==> src/rtl/frame_draw_scheduler_pkg.sv <==
// Shared types and constants for the per-frame draw scheduler.
package frame_draw_scheduler_pkg;

    // Sequencer states; ARM/DRAW/GAP are visited once per client, in order.
    typedef enum logic [2:0] {
        IDLE = 3'd0,
        ARM  = 3'd1,
        DRAW = 3'd2,
        GAP  = 3'd3,
        DONE = 3'd4
    } state_t;

    // Client indices; the draw order is fixed and follows these values.
    localparam int CLIENT_CATCHER = 0;
    localparam int CLIENT_MEAT    = 1;
    localparam int CLIENT_SCORE   = 2;

    // Visible game area in pixels.
    localparam int SCREEN_W = 120;
    localparam int SCREEN_H = 120;

endpackage

==> src/rtl/frame_draw_scheduler_tick.sv <==
// Frame period counter: free-running while the game runs, held at 0 otherwise.
module frame_tick_gen #(
    parameter int FRAME_TICKS = 833333
) (
    input  logic clock,
    input  logic reset,
    input  logic run,
    output logic tick
);

    localparam int CW = (FRAME_TICKS > 1) ? $clog2(FRAME_TICKS) : 1;

    logic [CW-1:0] count;

    assign tick = (count == CW'(FRAME_TICKS - 1));

    // Count 0..FRAME_TICKS-1 and wrap; a stopped game parks the count at 0.
    // NOTE: state registers use non-blocking assignments so every flop samples pre-edge values.
    always_ff @(posedge clock) begin
        if (!reset || !run) begin
            count <= '0;
        end else if (tick) begin
            count <= '0;
        end else begin
            count <= count + CW'(1);
        end
    end

endmodule

==> src/rtl/frame_draw_scheduler.sv <==
// Per-frame draw sequencer: arms each drawer in turn and funnels its pixels to the VGA adapter.
module frame_draw_scheduler
    import frame_draw_scheduler_pkg::*;
#(
    parameter int FRAME_TICKS    = 833333,
    parameter int N_CLIENTS      = 3,
    parameter int TIMEOUT_CYCLES = 4096
) (
    input  logic                   clock,
    input  logic                   reset,
    input  logic                   run,
    input  logic [N_CLIENTS-1:0]   finish_in,
    input  logic [8*N_CLIENTS-1:0] x_in,
    input  logic [7*N_CLIENTS-1:0] y_in,
    input  logic [3*N_CLIENTS-1:0] color_in,
    output logic [N_CLIENTS-1:0]   draw_req,
    output logic                   enable_tracking,
    output logic [7:0]             x,
    output logic [6:0]             y,
    output logic [2:0]             color,
    output logic                   plot,
    output logic                   frame_done,
    output logic                   overrun,
    output logic                   timeout_err
);

    localparam int KW = (N_CLIENTS > 1) ? $clog2(N_CLIENTS) : 1;
    localparam int WW = (TIMEOUT_CYCLES > 1) ? $clog2(TIMEOUT_CYCLES) : 1;

    state_t        state_q, state_d;
    logic [KW-1:0] idx_q, idx_d;
    logic [WW-1:0] wd_q;
    logic          tick;
    logic          plot_d;
    logic          abort;

    // Per-client views of the packed drawer buses.
    logic [N_CLIENTS-1:0][7:0] x_arr;
    logic [N_CLIENTS-1:0][6:0] y_arr;
    logic [N_CLIENTS-1:0][2:0] color_arr;

    assign x_arr     = x_in;
    assign y_arr     = y_in;
    assign color_arr = color_in;

    frame_tick_gen #(
        .FRAME_TICKS(FRAME_TICKS)
    ) u_tick (
        .clock(clock),
        .reset(reset),
        .run  (run),
        .tick (tick)
    );

    // Next-state and Moore outputs of the client sequencer.
    // NOTE: every output of this block gets a default first so no path can infer a latch.
    always_comb begin
        state_d    = state_q;
        idx_d      = idx_q;
        draw_req   = '0;
        frame_done = 1'b0;
        plot_d     = 1'b0;
        abort      = 1'b0;
        unique case (state_q)
            IDLE: begin
                if (tick && run) begin
                    idx_d   = '0;
                    state_d = ARM;
                end
            end
            ARM: begin
                draw_req = N_CLIENTS'(1) << idx_q;
                state_d  = DRAW;
            end
            DRAW: begin
                draw_req = N_CLIENTS'(1) << idx_q;
                if (finish_in[idx_q]) begin
                    // A finish on the expiry cycle still counts as a clean finish.
                    state_d = GAP;
                end else begin
                    plot_d = 1'b1;
                    if (wd_q == WW'(TIMEOUT_CYCLES - 1)) begin
                        abort   = 1'b1;
                        state_d = GAP;
                    end
                end
            end
            GAP: begin
                if (idx_q == KW'(N_CLIENTS - 1)) begin
                    state_d = DONE;
                end else begin
                    idx_d   = idx_q + KW'(1);
                    state_d = ARM;
                end
            end
            DONE: begin
                frame_done = 1'b1;
                state_d    = IDLE;
            end
            default: state_d = IDLE;
        endcase
    end

    // Sequencer state, client index and the tracking enable (low whenever a drawer is armed).
    always_ff @(posedge clock) begin
        if (!reset) begin
            state_q         <= IDLE;
            idx_q           <= '0;
            enable_tracking <= 1'b0;
        end else begin
            state_q         <= state_d;
            idx_q           <= idx_d;
            enable_tracking <= (state_d == IDLE) && run;
        end
    end

    // Watchdog: restarts on arm, counts every cycle the drawer holds the bus.
    always_ff @(posedge clock) begin
        if (!reset) begin
            wd_q <= '0;
        end else if (state_q == ARM) begin
            wd_q <= '0;
        end else if (state_q == DRAW) begin
            wd_q <= wd_q + WW'(1);
        end
    end

    // Pixel stage: capture the active drawer's output; plot only pixels produced in response to draw.
    always_ff @(posedge clock) begin
        if (!reset) begin
            x     <= '0;
            y     <= '0;
            color <= '0;
            plot  <= 1'b0;
        end else begin
            plot <= plot_d;
            if (state_q == ARM || state_q == DRAW) begin
                x     <= x_arr[idx_q];
                y     <= y_arr[idx_q];
                color <= color_arr[idx_q];
            end
        end
    end

    // Sticky error flags: missed frame tick and aborted drawer.
    always_ff @(posedge clock) begin
        if (!reset) begin
            overrun     <= 1'b0;
            timeout_err <= 1'b0;
        end else begin
            if (tick && state_q != IDLE) overrun <= 1'b1;
            if (abort) timeout_err <= 1'b1;
        end
    end

endmodule

==> config.mk <==
export PLATFORM = sky130hd
export DESIGN_NAME = frame_draw_scheduler
export DESIGN_NICKNAME = d
export VERILOG_FILES = /design/src/rtl/frame_draw_scheduler_pkg.sv /design/src/rtl/frame_draw_scheduler_tick.sv /design/src/rtl/frame_draw_scheduler.sv
export SDC_FILE = /design/constraint.sdc
export NUM_CORES = 1
export LEC_CHECK = 0
export ABC_AREA = 1
export CAP_MARGIN = 20
export CORE_UTILIZATION = 48
export DETAILED_ROUTE_END_ITERATION = 8
export HOLD_SLACK_MARGIN = 0.12
export PLACE_DENSITY = 0.8
export SLEW_MARGIN = 20
export SYNTH_ARGS = -nofsm -noshare
export SYNTH_HDL_FRONTEND = slang
export SYNTH_SLANG_ARGS = --single-unit
==> constraint.sdc <==
create_clock -name clock -period 1.93 [get_ports clock]
set_input_delay 0.386 -clock clock [delete_from_list [all_inputs] [get_ports clock]]
set_output_delay 0.386 -clock clock [all_outputs]
set_load 0.1 [all_outputs]
==> run metrics <==
Design Area, Final 0.00423 mm2; Worst EP required 1.54 ns; clock transition at the registers of the reported paths 0.06 ns; # diodes 0; CTS tree yes; measured slew at the worst slew-check pin 0.424 ns; vias in the first global route 2,814; crit path DAT 1.49 ns; total track usage 24.3%; Layout Utilization 70.2%; Leak 1.57 nW; clock share of power 44.7%; register share of total power 47.8%; clk sinks 59; RR Endpoint u_tick.count[11]; DP Area 0.00399 mm2; Area growth syn-to-layout 38.0%; VDD IR max 0.552 mV; Pwr Density 605 mW/mm2; Netlist Area Pre-Place 0.00307 mm2; final net count 603; gr ovfl total 0; Num CTS Buffers 9; worst clock skew 0.00364 ns; #FFs+latches synth 59; iteration-0 DRC count of the detailed router 146; Avg Synthesized Cell Area 6.85 um2; clk buf depth 2; Finish-stage setup viols 0; nature of the critical path endpoint output port; Total Routed Length 7.74 mm; Max Clock Freq 0.534 GHz; die area 0.00671 mm2; reg-to-reg slack, setup 0.27 ns; status completed; CP Class register to output port; io pins 86; row count 28; minimum clock period 1.87 ns; Starting Density 50.9%; drt wl/cell 12.6 um; RD Place Congestion 0.895; Netlist cell types 32; Hold Startpoint timeout_err; Slew Limit Fails 0; initial antenna violation count 0; vias 3,197; CTS H-Tree Depth 3; largest net degree at the start of global routing 37; Die H 81.9 um; max_cap viols 0; Hold Crit Class register to register; Syn Inst Count 448; Endpoint, Worst Hold timeout_err; reg2reg start u_tick.count[0]; core region area 0.00603 mm2; critical path startpoint category register; Net Sw Frac 20.7%; First-pass DRT Iterations 4; P_int 0.00203 W; Mapped Nets 514; PortBufs 85; fin crit share 97.1%; die width 81.9 um; Worst slew margin 71.5%; most frequent cells in the layout nor2_1 (79), nand2_1 (64), clkdlybuf4s50_1 (59); fraction of layout instances using a drive strength above 1 14.6%; combinational fraction of design power 7.5%; Tot Pwr 0.00256 W; Post-route DRC 0; Min Hold Slack 0.459 ns; DRT antenna net count 0; crit path max fanout 5; Fin. Hold Viols 0; Seq/Total Area, Yosys 38.5%; first-pass GRT wire length 12.3 mm; P_sw 0.000531 W; vias per inst 5.20; WHS Path Cells 2; most common cell after layout, fill and taps aside nor2_1; cell depth of the worst flop-to-flop path 8; post-DP HPWL 5.77 mm; synth warn 0; clock latency on the worst-skew pair 0.34 ns; clock root buffer clkbuf_8; setup TNS 0 ns
[routing by layer]
| layer | up-vias | GRT usage, % | wire [um] |
|---|---|---|---|
| li1 | 1648 | - | - |
| met1 | 1436 | 28.5 | 3290 |
| met2 | 104 | 40.2 | 3710 |
| met3 | 9 | 7.11 | 606 |
| met4 | 0 | 12.1 | 127 |
| met5 | - | 0 | 0 |
[cell usage after synthesis, drive strengths merged]
| library cell | number | area, um2 |
|---|---|---|
| nand2 | 68 | 270 |
| dfxtp | 59 | 1180 |
| xor2 | 5 | 43.8 |
| clkbuf | 6 | 22.5 |
| o21bai | 1 | 7.51 |
| nor2 | 87 | 344 |
| xnor2 | 2 | 17.5 |
| a21oi | 23 | 115 |
| nand3 | 45 | 248 |
| nand4 | 8 | 50.1 |
| or2 | 3 | 18.8 |
| o21ai | 46 | 230 |
| ha | 6 | 75.1 |
| buf | 12 | 71.3 |
| inv | 46 | 173 |
| nor3 | 9 | 60.1 |
| a31oi | 18 | 113 |
| nor3b | 1 | 7.51 |
| nand3b | 2 | 15.0 |
| clkinv | 1 | 5.00 |
[registers in the layout (all words and copies together), names as in the netlist, 2 cells and up]
register,flops
state_q,3
y,7
idx_q,2
color,3
u_tick.count,20
x,8
wd_q,12
[what timing repair did]
action	4_1_cts	5_1_grt
setup endpoints to repair	3	3
pin swaps	1	2
hold buffers	0	0
buffers inserted	1	2
gates resized for setup	4	3
[cells by family (layout without fill, tap and decap cells)]
group | count (synthesis) | after routing | synth area share, %
xor gates and xnor gates | 7 | 7 | 2.00
AOI/OAI and AO/OA | 88 | 88 | 15.2
and+or+nand+nor | 223 | 223 | 33.0
buffers and inverters | 65 | 157 | 8.85
adders and majority gates | 6 | 6 | 2.45
DFF | 59 | 59 | 38.5
[power groups by stage]
stage / Clock [W] / Sequential [W] / Combinational (W)
final: 0.00115 / 0.00122 / 0.000192
after global routing: 0.00122 / 0.00122 / 0.000209
after CTS: 0.00117 / 0.00122 / 0.000192
after detailed placement: 0 / 0.00125 / 0.000192
after global placement: 0 / 0.00125 / 0.000190
after floorplan: 0 / 0.00126 / 0.0000510
[how the worst max path moves through the flow]
stage | slack (ns) | endpoint | depth (start not counted) | startpoint
5_1_grt | -0.01 | draw_req[2] | 6 | state_q[2]
3_3_place_gp | 0.27 | u_tick.count[15] | 6 | reset
3_5_place_dp | 0.20 | u_tick.count[13] | 6 | reset
2_1_floorplan | -0.03 | frame_done | 1 | state_q[1]
4_1_cts | 0.006 | draw_req[2] | 6 | state_q[2]
6_report | 0.06 | draw_req[2] | 6 | state_q[2]
[area by class of cell]
cell class / count / area [um2]
clock buffer: 12 / 165
clock inverter: 2 / 35.0
fill: 515 / 1790
inverter: 47 / 181
multi-input combinational: 324 / 1660
sequential: 59 / 1180
tap: 75 / 93.8
timing repair buffer: 96 / 918
[critical path, stage by stage, from the launching register on]
cell,delay [ns]
dfxtp_1,0.31
inv_2,0.12
nand3_4,0.10
nand2_4,0.09
clkinvlp_4,0.18
nor2_4,0.18
buf_12,0.19
[stage by stage]
stage                     setup WS [ns]  std cells
after floorplan                 -0.0319        448
after global placement            0.266        598
after detailed placement          0.202        598
after CTS                       0.00589        613
after global routing            -0.0120        615
final                            0.0560        615
Power figures use the tool's default switching activity.
